`config.mk`:
```
export PLATFORM = sky130hd
export DESIGN_NAME = fetch_redirect_ctrl
export DESIGN_NICKNAME = d
export VERILOG_FILES = /design/src/rtl/fetch_redirect_ctrl.sv
export SDC_FILE = /design/constraint.sdc
export NUM_CORES = 1
export LEC_CHECK = 0
export ABC_AREA = 0
export CAP_MARGIN = 15
export CORE_UTILIZATION = 42
export DETAILED_ROUTE_END_ITERATION = 12
export HOLD_SLACK_MARGIN = 0.1
export PLACE_DENSITY = 0.79
export SYNTH_ARGS = -nofsm -noshare
export SYNTH_HDL_FRONTEND = slang
export SYNTH_SLANG_ARGS = --single-unit
```
`constraint.sdc`:
```
create_clock -name clk -period 3.06 [get_ports clk]
set_clock_uncertainty 0.05 [all_clocks]
set_input_delay 0.306 -clock clk [delete_from_list [all_inputs] [get_ports clk]]
set_output_delay 0.306 -clock clk [all_outputs]
set_load 0.005 [all_outputs]
```
`src/rtl/fetch_redirect_ctrl.sv`:
```
// rtl/fetch_redirect_ctrl.sv - fetch next-PC/redirect/stall sequencer (optional FETCH_CTRL_PERF_EN perf counters)

`ifndef FETCH_WIDTH
`define FETCH_WIDTH 4
`endif
`ifndef INST_ADDR_WIDTH
`define INST_ADDR_WIDTH 32
`endif

package fetch_redirect_pkg;
   typedef enum logic [1:0] {
      pc_plus_4_t = 2'd0,
      sb_t        = 2'd1,
      uj_t        = 2'd2,
      jalr_t      = 2'd3
   } next_pc_t;
endpackage

module fetch_redirect_ctrl
   import fetch_redirect_pkg::*;
#(
   parameter int FETCH_WIDTH     = `FETCH_WIDTH,
   parameter int INST_ADDR_WIDTH = `INST_ADDR_WIDTH,
   parameter int FQ_DEPTH        = 8
) (
   input  logic                       clk,
   input  logic                       reset,
   input  logic                       br_valid,
   output logic                       br_ready,
   input  next_pc_t                   br_sel,
   input  logic [INST_ADDR_WIDTH-1:0] br_target,
   input  logic                       ext_stall,
   input  logic                       end_of_code,
   input  logic                       fq_release,
   output next_pc_t                   next_pc_sel,
   output logic [INST_ADDR_WIDTH-1:0] redirect_addr,
   output logic                       fetch_stall,
   output logic                       fq_flush,
   output logic                       fetch_fire
`ifdef FETCH_CTRL_PERF_EN
   ,
   output logic [31:0]                perf_stall_cycles,
   output logic [31:0]                perf_redirects
`endif
);

   localparam int CW = $clog2(FQ_DEPTH + 1);
   localparam logic [CW-1:0] FULL = CW'(FQ_DEPTH);

   generate
      if (FQ_DEPTH < 1 || FETCH_WIDTH < 1) begin : g_param_check
         $error("fetch_redirect_ctrl: FQ_DEPTH and FETCH_WIDTH must be >= 1");
      end
   endgenerate

   typedef enum logic [1:0] {IDLE, RUN, REDIR, HALT} state_t;

   state_t                     state;
   logic [CW-1:0]              credits;
   logic                       pend_valid;
   next_pc_t                   pend_sel;
   logic [INST_ADDR_WIDTH-1:0] pend_addr;

   logic          handshake;
   logic          redir_issue;
   logic          release_ok;
   logic [CW-1:0] credits_next;
   // High when the queue returns a credit it never took; visible to simulation checkers.
   logic          release_overflow;

   assign br_ready         = ~pend_valid;
   assign redirect_addr    = pend_addr;
   assign handshake        = br_valid & ~pend_valid & (state != IDLE);
   assign redir_issue      = (state == REDIR) & ~ext_stall;
   assign release_ok       = fq_release & (credits != FULL);
   assign release_overflow = fq_release & (credits == FULL) & ~redir_issue;

   // Fetch-unit controls decoded from the current state and live backend/end-of-code inputs.
   always_comb begin
      next_pc_sel = pc_plus_4_t;
      fetch_stall = 1'b1;
      fq_flush    = 1'b0;
      fetch_fire  = 1'b0;
      unique case (state)
         IDLE: fetch_stall = 1'b1;
         RUN: begin
            fetch_stall = ext_stall | (credits == '0);
            fetch_fire  = ~(ext_stall | (credits == '0)) & ~end_of_code;
         end
         REDIR: begin
            next_pc_sel = pend_sel;
            fetch_stall = ext_stall;
            fq_flush    = ~ext_stall;
         end
         HALT: fetch_stall = 1'b1;
      endcase
   end

   // Credit bookkeeping: refill on redirect issue, otherwise +release -fire with saturation at full.
   always_comb begin
      credits_next = credits;
      if (redir_issue) begin
         credits_next = FULL;
      end else begin
         unique case ({release_ok, fetch_fire})
            2'b10:   credits_next = credits + 1'b1;
            2'b01:   credits_next = credits - 1'b1;
            default: credits_next = credits;
         endcase
      end
   end

   // Sequencer state, credit counter and the single-entry pending redirect holder.
   always_ff @(posedge clk or posedge reset) begin
      if (reset) begin
         state      <= IDLE;
         credits    <= FULL;
         pend_valid <= 1'b0;
         pend_sel   <= pc_plus_4_t;
         pend_addr  <= '0;
      end else begin
         credits <= credits_next;
         if (redir_issue) begin
            state      <= RUN;
            pend_valid <= 1'b0;
         end else if (handshake) begin
            state      <= REDIR;
            pend_valid <= 1'b1;
            pend_sel   <= br_sel;
            pend_addr  <= br_target;
         end else begin
            unique case (state)
               IDLE:    state <= RUN;
               RUN:     state <= end_of_code ? HALT : RUN;
               default: state <= state;
            endcase
         end
      end
   end

`ifdef FETCH_CTRL_PERF_EN
   // Free-running perf counters: stalled fetch cycles while active, and issued redirects.
   always_ff @(posedge clk or posedge reset) begin
      if (reset) begin
         perf_stall_cycles <= '0;
         perf_redirects    <= '0;
      end else begin
         if ((state == RUN || state == REDIR) && fetch_stall)
            perf_stall_cycles <= perf_stall_cycles + 32'd1;
         if (redir_issue)
            perf_redirects <= perf_redirects + 32'd1;
      end
   end
`endif

endmodule
```
---- After elaboration in Yosys (flattened, before gate mapping) ----
Cells that the tools add are included.
cells by class
  bitwise operators ....................... 11
  reduce and logical (&&, ||, !) cells .... 8
  equality and inequality tests ........... 6
  multiplexer cells ....................... 12
  add/sub/neg operators ................... 2
operator list
  kind                                                                count
  2-bit two-way mux                                                   4
  4-bit case mux with 2 select lines                                  1
  2-bit == test, second input constant                                3
  1-bit AND                                                           5
  1-bit inverter                                                      5
  4-bit by 1-bit adder with 4-bit output, second input constant       1
  2-bit by 1-bit == test with 1-bit output, second input constant     2
  4-bit logical NOT                                                   1
  1-bit two-way mux                                                   4
  4-bit two-way mux                                                   1
  4-bit inequality test, second input constant                        1
  2-bit case mux with 2 select lines                                  1
  2-bit nonzero test                                                  2
  4-bit nonzero test                                                  1
  4-bit by 1-bit subtractor with 4-bit output, second input constant  1
  1-bit case mux with 3 select lines                                  1
  3-bit nonzero test                                                  1
  2-bit logical NOT                                                   1
  2-bit AND reduction                                                 1
  2-bit OR reduction                                                  1
  1-bit bitwise OR                                                    1
storage, ports and cells
  input port bits ......................... 40
  word-level logic and storage cells ...... 44
  register bits ........................... 41

---- Logic depth before layout (Yosys ltp) ----
  depth after elaboration ................. 8
  mapped depth ............................ 9

---- Least setup slack after synthesis ----
OpenSTA, ideal clock, no wires.
  kind .................................... register -> register
  from .................................... register credits[2]
  to ...................................... register credits[3]
  data arrival time ....................... 2340 ps
  stages on the path, launching flop included .. 8
  setup slack ............................. 592 ps
  period minus slack after synthesis ...... 2468 ps
  cells stage by stage .................... dfrtp_1 > or4_1 > and3_1 > ha_1 > a31o_2 > a21oi_1 > or3_1 > a41o_1
on the way
  word-level cells in the longest chain between the ends .. 8
  elaborated cells on any way between the ends .. 14
  classes of those cells .................. add/sub: 2; eq/ne: 3; mux: 3; bitwise: 4; reduce/logical: 2
RTL lines
  item                                                                       RTL line  text
  from (decl)                                                                59        logic [CW-1:0] credits;
  from (signal assigned)                                                     122       credits <= credits_next;
  4-bit logical NOT                                                          88        fetch_fire = ~(ext_stall | (credits == '0)) & ~end_of_code;
  1-bit bitwise OR                                                           88
  1-bit inverter                                                             88
  1-bit AND                                                                  88
  1-bit two-way mux                                                          84        unique case (state)
  2-bit by 1-bit == test with 1-bit output or 2-bit == test (tied branches)  105       unique case ({release_ok, fetch_fire})
  4-bit case mux with 2 select lines                                         105
  4-bit two-way mux                                                          102       if (redir_issue) begin
Parallel ways exist; a longest one is shown, timed or not.
A chain may end at the register's enable or synchronous reset.

---- Final worst setup path ----
  from .................................... register state[1]
  to ...................................... register credits[3]
on the way
  word-level cells in the longest chain between the ends .. 5
  elaborated cells on any way between the ends .. 9
  classes of those cells .................. eq/ne: 4; mux: 3; bitwise: 1; reduce/logical: 1
RTL lines
  item                                                                       RTL line  text
  from (decl)                                                                58        state_t state;
  from (signal assigned)                                                     134       RUN: state <= end_of_code ? HALT : RUN;
  from (signal assigned)                                                     135       default: state <= state;
  2-bit by 1-bit == test with 1-bit output                                   84
  1-bit two-way mux                                                          84
  2-bit by 1-bit == test with 1-bit output or 2-bit == test (tied branches)  105
  4-bit case mux with 2 select lines                                         105
  4-bit two-way mux                                                          102
Parallel ways exist; a longest one is shown, timed or not.

==> impl_results.md <==
* Switching power of the nets at roughly 680 uW
* Antenna viol nets, final at 0
* Syn Area/Cell at 13.70 um^2
* WP buf/inv at 1
* Initial Util at 0.4529
* Maxcap violations at 0
* Max Fanout on Critical Path at 8
* Worst path depth at 9
* Compound-Gate Fraction of Synth Area at 0.07067
* Cells after synthesis at 137
* Synth Area in XOR/XNOR at 0.009333
* Buffers on Ports at 77
* Synth area leader: dfrtp_1
* YS warnings at 0
* CTS Buf Count at 5
* Net Sw Frac at 0.2844
* Critical-path cell list: inv_1, ha_1, nor3b_1, and3_1, ha_1, a31o_2, a21oi_1, nand3_1, a41o_1
* Lkg Pwr at between 1 and 1.5 nW
* Chip height at between 60 and 70 um
* Worst VDD drop at a little over 0.0005 V
* Core ar. at 4144 um^2
* Critical Path Max Stage Delay at between 0.4 and 0.5 ns
* DR DRC count at 0
* Final layout net count at 266
* Ant. Diodes at 0
* Adder-cell area share of the yosys netlist at 0.03333
* DRT Wirelength at approximately 4300 um
* RSZ-0062 raised after global routing: false
* Synth Cell Area at 1877 um^2
* Proportion of synthesized area in mux cells at 0.2247
* Metal-1 WL at between 1500 and 2000 um
* Largest family of logic cells by synthesized area: multiplexers
* Final Cycle Share at 0.9375
* Critical path class: reg -> reg
* Part of the power in combinational logic at 0.441
* Pin count of the biggest net entering global routing at 41
* Outcome: finished clean
* Clock Pin Slew Worst Setup and Hold Paths at roughly 0.07 ns
* Share of the synthesized area in the top cell type at 0.5333
* Top cells by area, synth: dfrtp_1 53%, mux2_2 20%, ha_1 3.3%
* Reg2Reg Depth at 9
* Critical Path Sink Type: register
* Initial DRC count at between 50 and 60
* Max frequency at 0.3486 GHz
* Tot GR Track Use at 0.2029
* Clock buffer depth at 2
* Worst Setup Start Kind: register
* Vias in the first global route at approximately 1500
* Ports at a little under 80
* Die area at 4740 um^2
* Final Wtd Congestion at between 0.8 and 0.9
* Commonest cells after routing, fill and taps aside: 77 x clkdlybuf4s50_1, 40 x dfrtp_1, 34 x mux2_2
* Final Cell Area at ~2800 um^2
* Vias per cell at between 5 and 6
* Setup TNS at 0 ns
* CTS root buffer: clkbuf_8
* Vias at ~1400
* Slew HR at 0.6549
* Worst path slowest cell: nor3b_1
* Tmin final at between 2 and 3 ns
* Cell repeated most along the worst path: ha_1
* Worst-Skew Late Latency at around 0.28 ns
* CTS tree: done
* Sink Count at between 40 and 50
* Core Util, Final at 0.6754
* Fin. Hold Viols at 0
* Delay-heaviest family, CP: simple AND/OR/NAND/NOR gates
* Slew @ Worst Pin at between 0.5 and 0.6 ns
* Hold Slack at 0.4498 ns
* WP data arrival at 3.03 ns
* Area Overhead vs Synth at 49.13%
* First-pass iteration count of the detailed router at 4
* Hpwl dp at 3212 um
* Cell Area, Placed at about 2700 um^2
* Grt ovf at 0
* H-tree Lvls at 2
* DR WL met3 at 438 um
* WP data required at between 3 and 4 ns
* Post_cts resized at 0
* Die extent in x at slightly below 70 um
* Setup-failing EPs final at 0
* Top sig layer: met4
* Fillcell total at around 310
* Row cnt at 23
* Pwr Total at about 2.4 mW
* Synth unique cells at 42
* Initial antenna violation count at 0
* PD cells at between 800 and 900 nW/um^2
* Int Pwr at 1.700 mW
* First-pass GRT wire length at around 7000 um
* Simple logic cell fraction of the synthesized area at 0.08467
* Clock power share at 0.146
* Routed wl met2 at 2207 um
* Slew Viols, Final at 0
* Depth of the worst hold-timing path at 1
* Number of synthesized register bits at 41
* Post-synthesis sequential area ratio at 0.5473
* Most common cell after layout, fill and taps aside: clkdlybuf4s50_1
* Wire per inst at approximately 16 um
* Flop pwr share at 0.413
* Tightest Hold Check Type: reg -> reg
* Synthesized Nets at between 150 and 200
* Share of layout cells above drive strength 1 at 0.2398
[flip-flops by register name (all words and copies together) (netlist names)]
register       flops
redirect_addr     32
state              2
pend_valid         1
pend_sel           2
credits            4
[kinds of logic after synthesis]
logic type / count (synthesis)
simple gates: 22
xor+xnor: 2
flops: 41
mux: 37
fa+ha+maj: 5
buf+inv: 12
compound gates: 18
[power groups by stage]
stage	Combinational, mW	Sequential (mW)	Clock [mW]
floorplan	0.432	0.980	0
global placement	1.01	0.964	0
detailed placement	1.05	0.987	0
CTS	1.06	0.985	0.363
global route	1.13	1.03	0.379
finish	1.05	0.982	0.347
[worst paths after layout]
check	start	endpoint	slack [ns]
min reg2reg	pend_sel[1]	pend_sel[1]	0.45
max reg2reg	state[1]	credits[3]	0.19
max	state[1]	credits[3]	0.19
min in group asynchronous	reset	redirect_addr[10]	0.67
max in group asynchronous	reset	credits[3]	1.60
min	pend_sel[1]	pend_sel[1]	0.45
[worst reg2reg max path: stages, from the launching register on]
cell	delay, ns
dfrtp_1	0.38
inv_1	0.09
ha_1	0.30
nor3b_1	0.49
and3_1	0.30
ha_1	0.29
a31o_2	0.28
a21oi_1	0.26
nand3_1	0.13
a41o_1	0.24
[routing by layer]
metal / up-vias / global-route usage
met3: 4 / 0.09704
met4: 0 / 0.05867
met2: 60 / 0.3434
met5: - / 0
met1: 693 / 0.2254
li1: 659 / -
[timing repair]
action | in CTS | in global routing
hold endpoints to repair | 1 | 0
hold buffers | 1 | 0
buffers inserted | 0 | 0
[per-stage QoR]
stage | std cells | worst slack, ns
floorplan | 137 | 0.5916
global placement | 263 | 0.3634
detailed placement | 263 | 0.1598
CTS | 271 | 0.2422
global route | 271 | 0.03908
finish | 271 | 0.1913
[cell usage after synthesis]
cell / number
mux2i_1: 1
o211a_1: 1
a22oi_1: 1
ha_1: 5
mux2i_2: 1
nand2_1: 2
nor2_1: 3
o21ai_2: 1
nor3_4: 1
inv_2: 1
mux2_4: 1
inv_1: 8
o211ai_1: 1
or4b_1: 1
a31oi_1: 1
o41ai_1: 1
nor3b_1: 1
nor4b_4: 1
o31ai_1: 1
xor2_1: 1
nor3_1: 1
dfrtp_1: 40
xnor2_1: 1
a41o_1: 1
a31o_2: 1
o21a_1: 1
or4_1: 1
and2_1: 3
nand3_1: 3
o21ai_0: 2
nand2_2: 1
buf_4: 3
or3b_4: 1
dfstp_2: 1
and3_1: 1
a21oi_2: 1
a211o_1: 1
a21oi_1: 3
or3_1: 1
nand2b_1: 1
a211oi_1: 1
mux2_2: 34
[layout make-up]
class	instances	area, um^2	share of cell area
well taps	50	62.56	0.02235
inverters	9	33.78	0.01207
flip-flops and latches	41	1027	0.3670
clock buffers	7	86.33	0.03084
repair buffers	80	795.8	0.2843
multi-input cells	84	793.3	0.2834
Note: power is estimated with default switching activity, not from simulation.
